### src/rtl/cpu_clk_ctrl.sv
// Run/pause/single-step controller producing a one-cycle CPU clock-enable in the clk_dis domain.
// Define CPU_CYCLE_CNT_EN to add the 32-bit cycle_cnt output counting issued cpu_ce pulses.

module cpu_clk_deb #(
    parameter int DEB_BITS = 20
) (
    input  logic clk_dis,
    input  logic rst,
    input  logic btn_i,
    output logic evt_o
);
    logic                s1_q, s2_q, deb_q, deb_prev_q;
    logic [DEB_BITS-1:0] cnt_q;

    // The level flips only after 2^DEB_BITS consecutive cycles of disagreement.
    always_ff @(posedge clk_dis or posedge rst) begin
        if (rst) begin
            s1_q       <= 1'b0;
            s2_q       <= 1'b0;
            deb_q      <= 1'b0;
            deb_prev_q <= 1'b0;
            cnt_q      <= '0;
        end else begin
            s1_q       <= btn_i;
            s2_q       <= s1_q;
            deb_prev_q <= deb_q;
            if (s2_q != deb_q) begin
                if (&cnt_q) begin
                    deb_q <= s2_q;
                    cnt_q <= '0;
                end else begin
                    cnt_q <= cnt_q + 1'b1;
                end
            end else begin
                cnt_q <= '0;
            end
        end
    end

    assign evt_o = deb_q & ~deb_prev_q;
endmodule

module cpu_clk_ctrl #(
    parameter int RATE_SHIFT = 0,
    parameter int DEB_BITS   = 20
) (
    input  logic        clk_dis,
    input  logic        rst,
    input  logic [15:0] sw,
    input  logic        run_btn,
    input  logic        step_btn,
    input  logic        cpu_halt,
    output logic        cpu_ce,
    output logic [1:0]  mode,
    output logic [2:0]  rate_idx,
    output logic        halted
`ifdef CPU_CYCLE_CNT_EN
    ,
    output logic [31:0] cycle_cnt
`endif
);
    localparam int unsigned CW = 30;
    localparam logic [4:0]  RS = 5'(RATE_SHIFT);

    typedef enum logic [1:0] {
        ST_PAUSE = 2'b00,
        ST_RUN   = 2'b01,
        ST_STEP  = 2'b10
    } state_t;

    state_t          state_q, state_d;
    logic [CW-1:0]   cnt_q, cnt_d;
    logic [2:0]      rate_q, rate_d;
    logic            halted_q, halted_d;
    logic            ce_q, ce_d;
    logic            run_evt, step_evt;
    logic [2:0]      sel_idx;
    logic [4:0]      exp_w;
    logic [CW-1:0]   period_m1;
    logic            unused_sw;

    assign unused_sw = ^sw[9:0];

    cpu_clk_deb #(.DEB_BITS(DEB_BITS)) u_run_deb (
        .clk_dis(clk_dis), .rst(rst), .btn_i(run_btn), .evt_o(run_evt)
    );
    cpu_clk_deb #(.DEB_BITS(DEB_BITS)) u_step_deb (
        .clk_dis(clk_dis), .rst(rst), .btn_i(step_btn), .evt_o(step_evt)
    );

    always_comb begin
        if      (sw[15]) sel_idx = 3'd0;
        else if (sw[14]) sel_idx = 3'd1;
        else if (sw[13]) sel_idx = 3'd2;
        else if (sw[12]) sel_idx = 3'd3;
        else if (sw[11]) sel_idx = 3'd4;
        else if (sw[10]) sel_idx = 3'd5;
        else             sel_idx = 3'd6;
    end

    // Period derives from the latched index, so switch changes take effect only at latch points.
    assign exp_w     = (rate_q == 3'd6) ? 5'd19 : (5'd29 - {2'b00, rate_q});
    assign period_m1 = (CW'(1) << (exp_w - RS)) - CW'(1);

    always_comb begin
        state_d  = state_q;
        cnt_d    = cnt_q;
        rate_d   = rate_q;
        halted_d = halted_q;
        ce_d     = 1'b0;
        case (state_q)
            ST_PAUSE: begin
                if (run_evt) begin
                    if (!cpu_halt) begin
                        state_d  = ST_RUN;
                        cnt_d    = '0;
                        rate_d   = sel_idx;
                        halted_d = 1'b0;
                    end
                end else if (step_evt) begin
                    state_d  = ST_STEP;
                    ce_d     = 1'b1;
                    halted_d = 1'b0;
                end
            end
            ST_STEP: state_d = ST_PAUSE;
            ST_RUN: begin
                // Leaving RUN takes priority over a terminal-count pulse.
                if (run_evt || cpu_halt) begin
                    state_d = ST_PAUSE;
                    cnt_d   = '0;
                    if (cpu_halt) halted_d = 1'b1;
                end else if (cnt_q == period_m1) begin
                    cnt_d  = '0;
                    ce_d   = 1'b1;
                    rate_d = sel_idx;
                end else begin
                    cnt_d = cnt_q + CW'(1);
                end
            end
            default: state_d = ST_PAUSE;
        endcase
    end

    always_ff @(posedge clk_dis or posedge rst) begin
        if (rst) begin
            state_q  <= ST_PAUSE;
            cnt_q    <= '0;
            rate_q   <= 3'd6;
            halted_q <= 1'b0;
            ce_q     <= 1'b0;
        end else begin
            state_q  <= state_d;
            cnt_q    <= cnt_d;
            rate_q   <= rate_d;
            halted_q <= halted_d;
            ce_q     <= ce_d;
        end
    end

    assign cpu_ce   = ce_q;
    assign mode     = state_q;
    assign rate_idx = rate_q;
    assign halted   = halted_q;

`ifdef CPU_CYCLE_CNT_EN
    logic [31:0] cyc_q;

    always_ff @(posedge clk_dis or posedge rst) begin
        if (rst)       cyc_q <= '0;
        else if (ce_d) cyc_q <= cyc_q + 32'd1;
    end

    assign cycle_cnt = cyc_q;
`endif
endmodule

### config.mk
export PLATFORM = sky130hd
export DESIGN_NAME = cpu_clk_ctrl
export DESIGN_NICKNAME = d
export VERILOG_FILES = /design/src/rtl/cpu_clk_ctrl.sv
export SDC_FILE = /design/constraint.sdc
export NUM_CORES = 1
export LEC_CHECK = 0
export ABC_AREA = 1
export CORE_AREA = 2 2 126 91
export CTS_CLUSTER_DIAMETER = 150
export DETAILED_ROUTE_END_ITERATION = 8
export DIE_AREA = 0 0 128 93
export PLACE_DENSITY = 0.67
export SYNTH_ARGS = -nofsm -noshare
export SYNTH_HDL_FRONTEND = slang
export SYNTH_SLANG_ARGS = --single-unit
### constraint.sdc
create_clock -name clk_dis -period 3.6 [get_ports clk_dis]
set_input_delay 1.08 -clock clk_dis [delete_from_list [all_inputs] [get_ports clk_dis]]
set_output_delay 1.08 -clock clk_dis [all_outputs]
set_load 0.03 [all_outputs]
==> out/results.txt <==
Buffers added to address setup during post-CTS repair amount to 0. The tools report the number of H-tree branching levels as 3. The run gives 0 as the total of hold buffers inserted after clock tree synthesis. STA classifies the critical path endpoint as a register. For the buffer levels on the longest clock path, the log shows 2. The run finished with clean final reports. For the final clock skew, the log shows 0.00818 ns. The relative max-transition margin is 40.3%. 0 antenna diodes ended up in the layout. The maximum fanout encountered on the critical timing path was 16; the area of the die was 11900 um2. The routed layout has 4602 vias. The average cell area after synthesis was 7.77 um2; the number of instances in the placed design was 823. The logs give 21.3 mm for the wire length of the first global-routing pass and 40 for the pin count of the biggest net entering global routing. The number of distinct library cells after synthesis is 47. CTS placed an instance of clkbuf_16 at the clock tree root. The run gives 3.82 ns as the data required time of the worst path.

The worst-path cell with the longest stage delay is dfstp_2. The analysis attributes to net switching a power of 702 uW. Max-cap violations in this run came to 0. For this run, the slowest stage of the critical path takes 0.67 ns. In this run the core area contains 32 standard-cell rows. Setup repair after global routing left no endpoint under its margin. The logs give 0 for the number of routed nets with antenna violations and 40.7% for the fraction of the yosys area taken by sequential cells. The number of instances resized during post-cts repair is 0. After detailed routing, the total wire length is 12.6 mm.

The power per standard cell area works out to 408 nW/um2. Leaving out fill and tap cells, the most frequent cell in the layout is nand2_1. After routing, the total negative slack on setup checks comes to 0 ns. The run gives 9.36 mm as the placed wire-length estimate.

The number of hold-slack violations in the final timing report was 0. Walking the worst path, the cells encountered are ha_1, inv_1, o21bai_1, nand2_1, nand3_1, nand3b_1, nor2_1, nand3_4, nand2_4, o21ai_0. The post-synthesis cell type with the largest combined area is dfrtp_1.

In this run the static leakage power is 0.00252 uW. The number of nets in the synthesized netlist is 704. Die width: 128 um. The number of clock buffers inserted by TritonCTS was 9. The maximum clock frequency was 345 MHz; the peak ir drop on the vdd network was 0.263 mV. After detailed routing, the number of vias per cell comes to 5.49. By area the synthesized netlist is led by dfrtp_1 (40%), nand2_1 (10%), inv_1 (6.2%).

The share of synthesized area in the top cell type comes to 39.7%. The filler-free cell count of the finished design is 839, and the number of enable-type register cells in the synthesized netlist is 0. At the worst endpoint, the arrival time is 3.12 ns. The measured slew at the worst slew-check pin is 0.887 ns, and the fraction of final layout cells sized beyond drive strength 1 is 9.10%. The congestion estimate from routability-driven global placement came to 0.929. In the final routed layout, each cell accounts on average for 15.1 um. Setup violations remaining at the end of the flow were counted as 0. The switching share of total power came out at 29.3%. After clock tree synthesis, the clock-pin slew on the worst setup and hold paths is 0.07 ns. The most used flip-flop cell after synthesis is dfrtp_1.

The kind of start point of the critical path was a register. The power share of the combinational group was 14.5%. The initial utilization of the core area, before any placement, comes to 48.8%. The first detailed-routing pass ran for 7 iterations. TritonCTS built the clock tree. The core region is 10700 um2. The run gives 728 as the net count reported at finish.

During I/O placement, the number of pins put on the boundary was 28. The top cell types in the final layout, fill and taps aside, are nand2_1 (145), inv_1 (85), dfrtp_1 (83). The clock sink count is 85, and the via count of the first global-routing pass is 4262. The post-synthesis instance total was 674. By startpoint and endpoint, the worst setup path is classified as register to register. The number of buffer cells added on primary ports is 17, and the initial detailed-routing violation count is 407. The share of async-settable or async-resettable flops after synthesis was 100%. Counting flops and latches in the post-synthesis netlist gives 85. The time the worst path needs with I/O delays and setup was 2.90 ns; the signed area change from the synthesized netlist to the final layout was 12.1%. In the global route stage, overall resource usage came out at 22.9%. The die is 93 um tall. Of the total power, the clock network draws 39.7%. Initial antenna violation count: 0.

The tools report the count of pins over their slew limit as 0. The yosys synthesis warning count was 0; the number of design rule violations left after detail routing was 0. The logs give 0 for the residual overflow from global routing and 45.8% for the part of the power in registers. The number of buffer and inverter stages on the critical path came out at 1. Final period utilization: 80.5%. After layout, the design draws a total of 2390 uW. Cell internal power was estimated by the tool at 1690 uW. Class of the tightest hold or removal check: register to register.

The later pin in the worst-skew pair is clocked with a latency of 0.35 ns. Grouping stages by cell kind, the critical path spends the most delay in simple AND/OR/NAND/NOR gates. The run gives 5240 um2 as the post-synthesis instance area.
through the flow:
stage | area [um2] | hold WS (ns) | worst slack (ns) | utilization (%)
floorplan | 5240 | 0.331 | 0.330 | -
global placement | 5570 | 0.334 | 0.788 | 51.9
detailed placement | 5570 | 0.339 | 0.736 | 51.9
CTS | 5870 | 0.354 | 0.772 | 54.7
global route | 5870 | 0.355 | 0.400 | 54.7
finish | 5870 | 0.354 | 0.700 | 54.7
cells by family after synthesis:
kind of cell	share of synthesized area, %
fa+ha+maj	2.15
xor+xnor	7.03
simple gates	33.8
compound gates	8.20
buf+inv	8.13
flops	40.7
final timing paths:
kind                                           start                       endpoint  slack, ns  cells after the start
setup reg to reg             rate_idx[1]$_DFFE_PP1P_          cnt_q[12]$_DFFE_PP0P_       0.70                     10
max in group asynchronous                        rst        rate_idx[2]$_DFFE_PP1P_       1.81                      3
hold / removal             u_step_deb.s1_q$_DFF_PP0_      u_step_deb.s2_q$_DFF_PP0_       0.35                      0
setup / recovery             rate_idx[1]$_DFFE_PP1P_          cnt_q[12]$_DFFE_PP0P_       0.70                     10
min in group asynchronous                        rst  u_run_deb.cnt_q[12]$_DFF_PP0_       1.16                      2
hold reg to reg            u_step_deb.s1_q$_DFF_PP0_      u_step_deb.s2_q$_DFF_PP0_       0.35                      0
state kept, by name (all words and copies together), names as in the netlist:
| register | count |
|---|---|
| u_step_deb.s2_q | 1 |
| mode | 2 |
| cpu_ce | 1 |
| u_step_deb.deb_q | 1 |
| halted | 1 |
| u_step_deb.cnt_q | 20 |
| u_run_deb.cnt_q | 20 |
| rate_idx | 3 |
| u_step_deb.deb_prev_q | 1 |
| u_step_deb.s1_q | 1 |
| u_run_deb.s2_q | 1 |
| u_run_deb.deb_prev_q | 1 |
| u_run_deb.s1_q | 1 |
| cnt_q | 30 |
| u_run_deb.deb_q | 1 |
layout make-up:
class	count	area (um2)
fillers	1019	4860
multi-input cells	487	2680
flip-flops and latches	85	2130
inverters	91	344
repair buffers	24	248
clock buffers	10	229
well taps	136	170
clock inverters	6	70.1
power groups by stage:
stage          sequential, uW  combinational (uW)  clock (uW)
6_report                 1100                 348         950
5_1_grt                  1110                 394        1010
4_1_cts                  1100                 346         968
3_5_place_dp             1110                 345           0
3_3_place_gp             1110                 336           0
2_1_floorplan            1100                 245           0
cells in the mapped netlist (6+ instances only):
cell	count
nor2_1	76
nand3_1	37
clkbuf_1	6
inv_1	86
o22ai_2	11
xor2_1	28
nand4_1	30
nand3_2	6
ha_1	9
a21oi_1	8
nand2_1	145
nor3_1	40
dfrtp_1	83
xnor2_1	14
o22ai_1	7
o21ai_0	23
nor4_1	12
layer usage:
layer	vias up	GRT usage, %	wire length [um]
li1	2282	-	-
met1	2180	35.6	6590
met2	131	32.4	5160
met3	9	4.29	758
met4	0	6.14	121
met5	-	0	0
No activity file was read; power rests on OpenSTA's default activity.
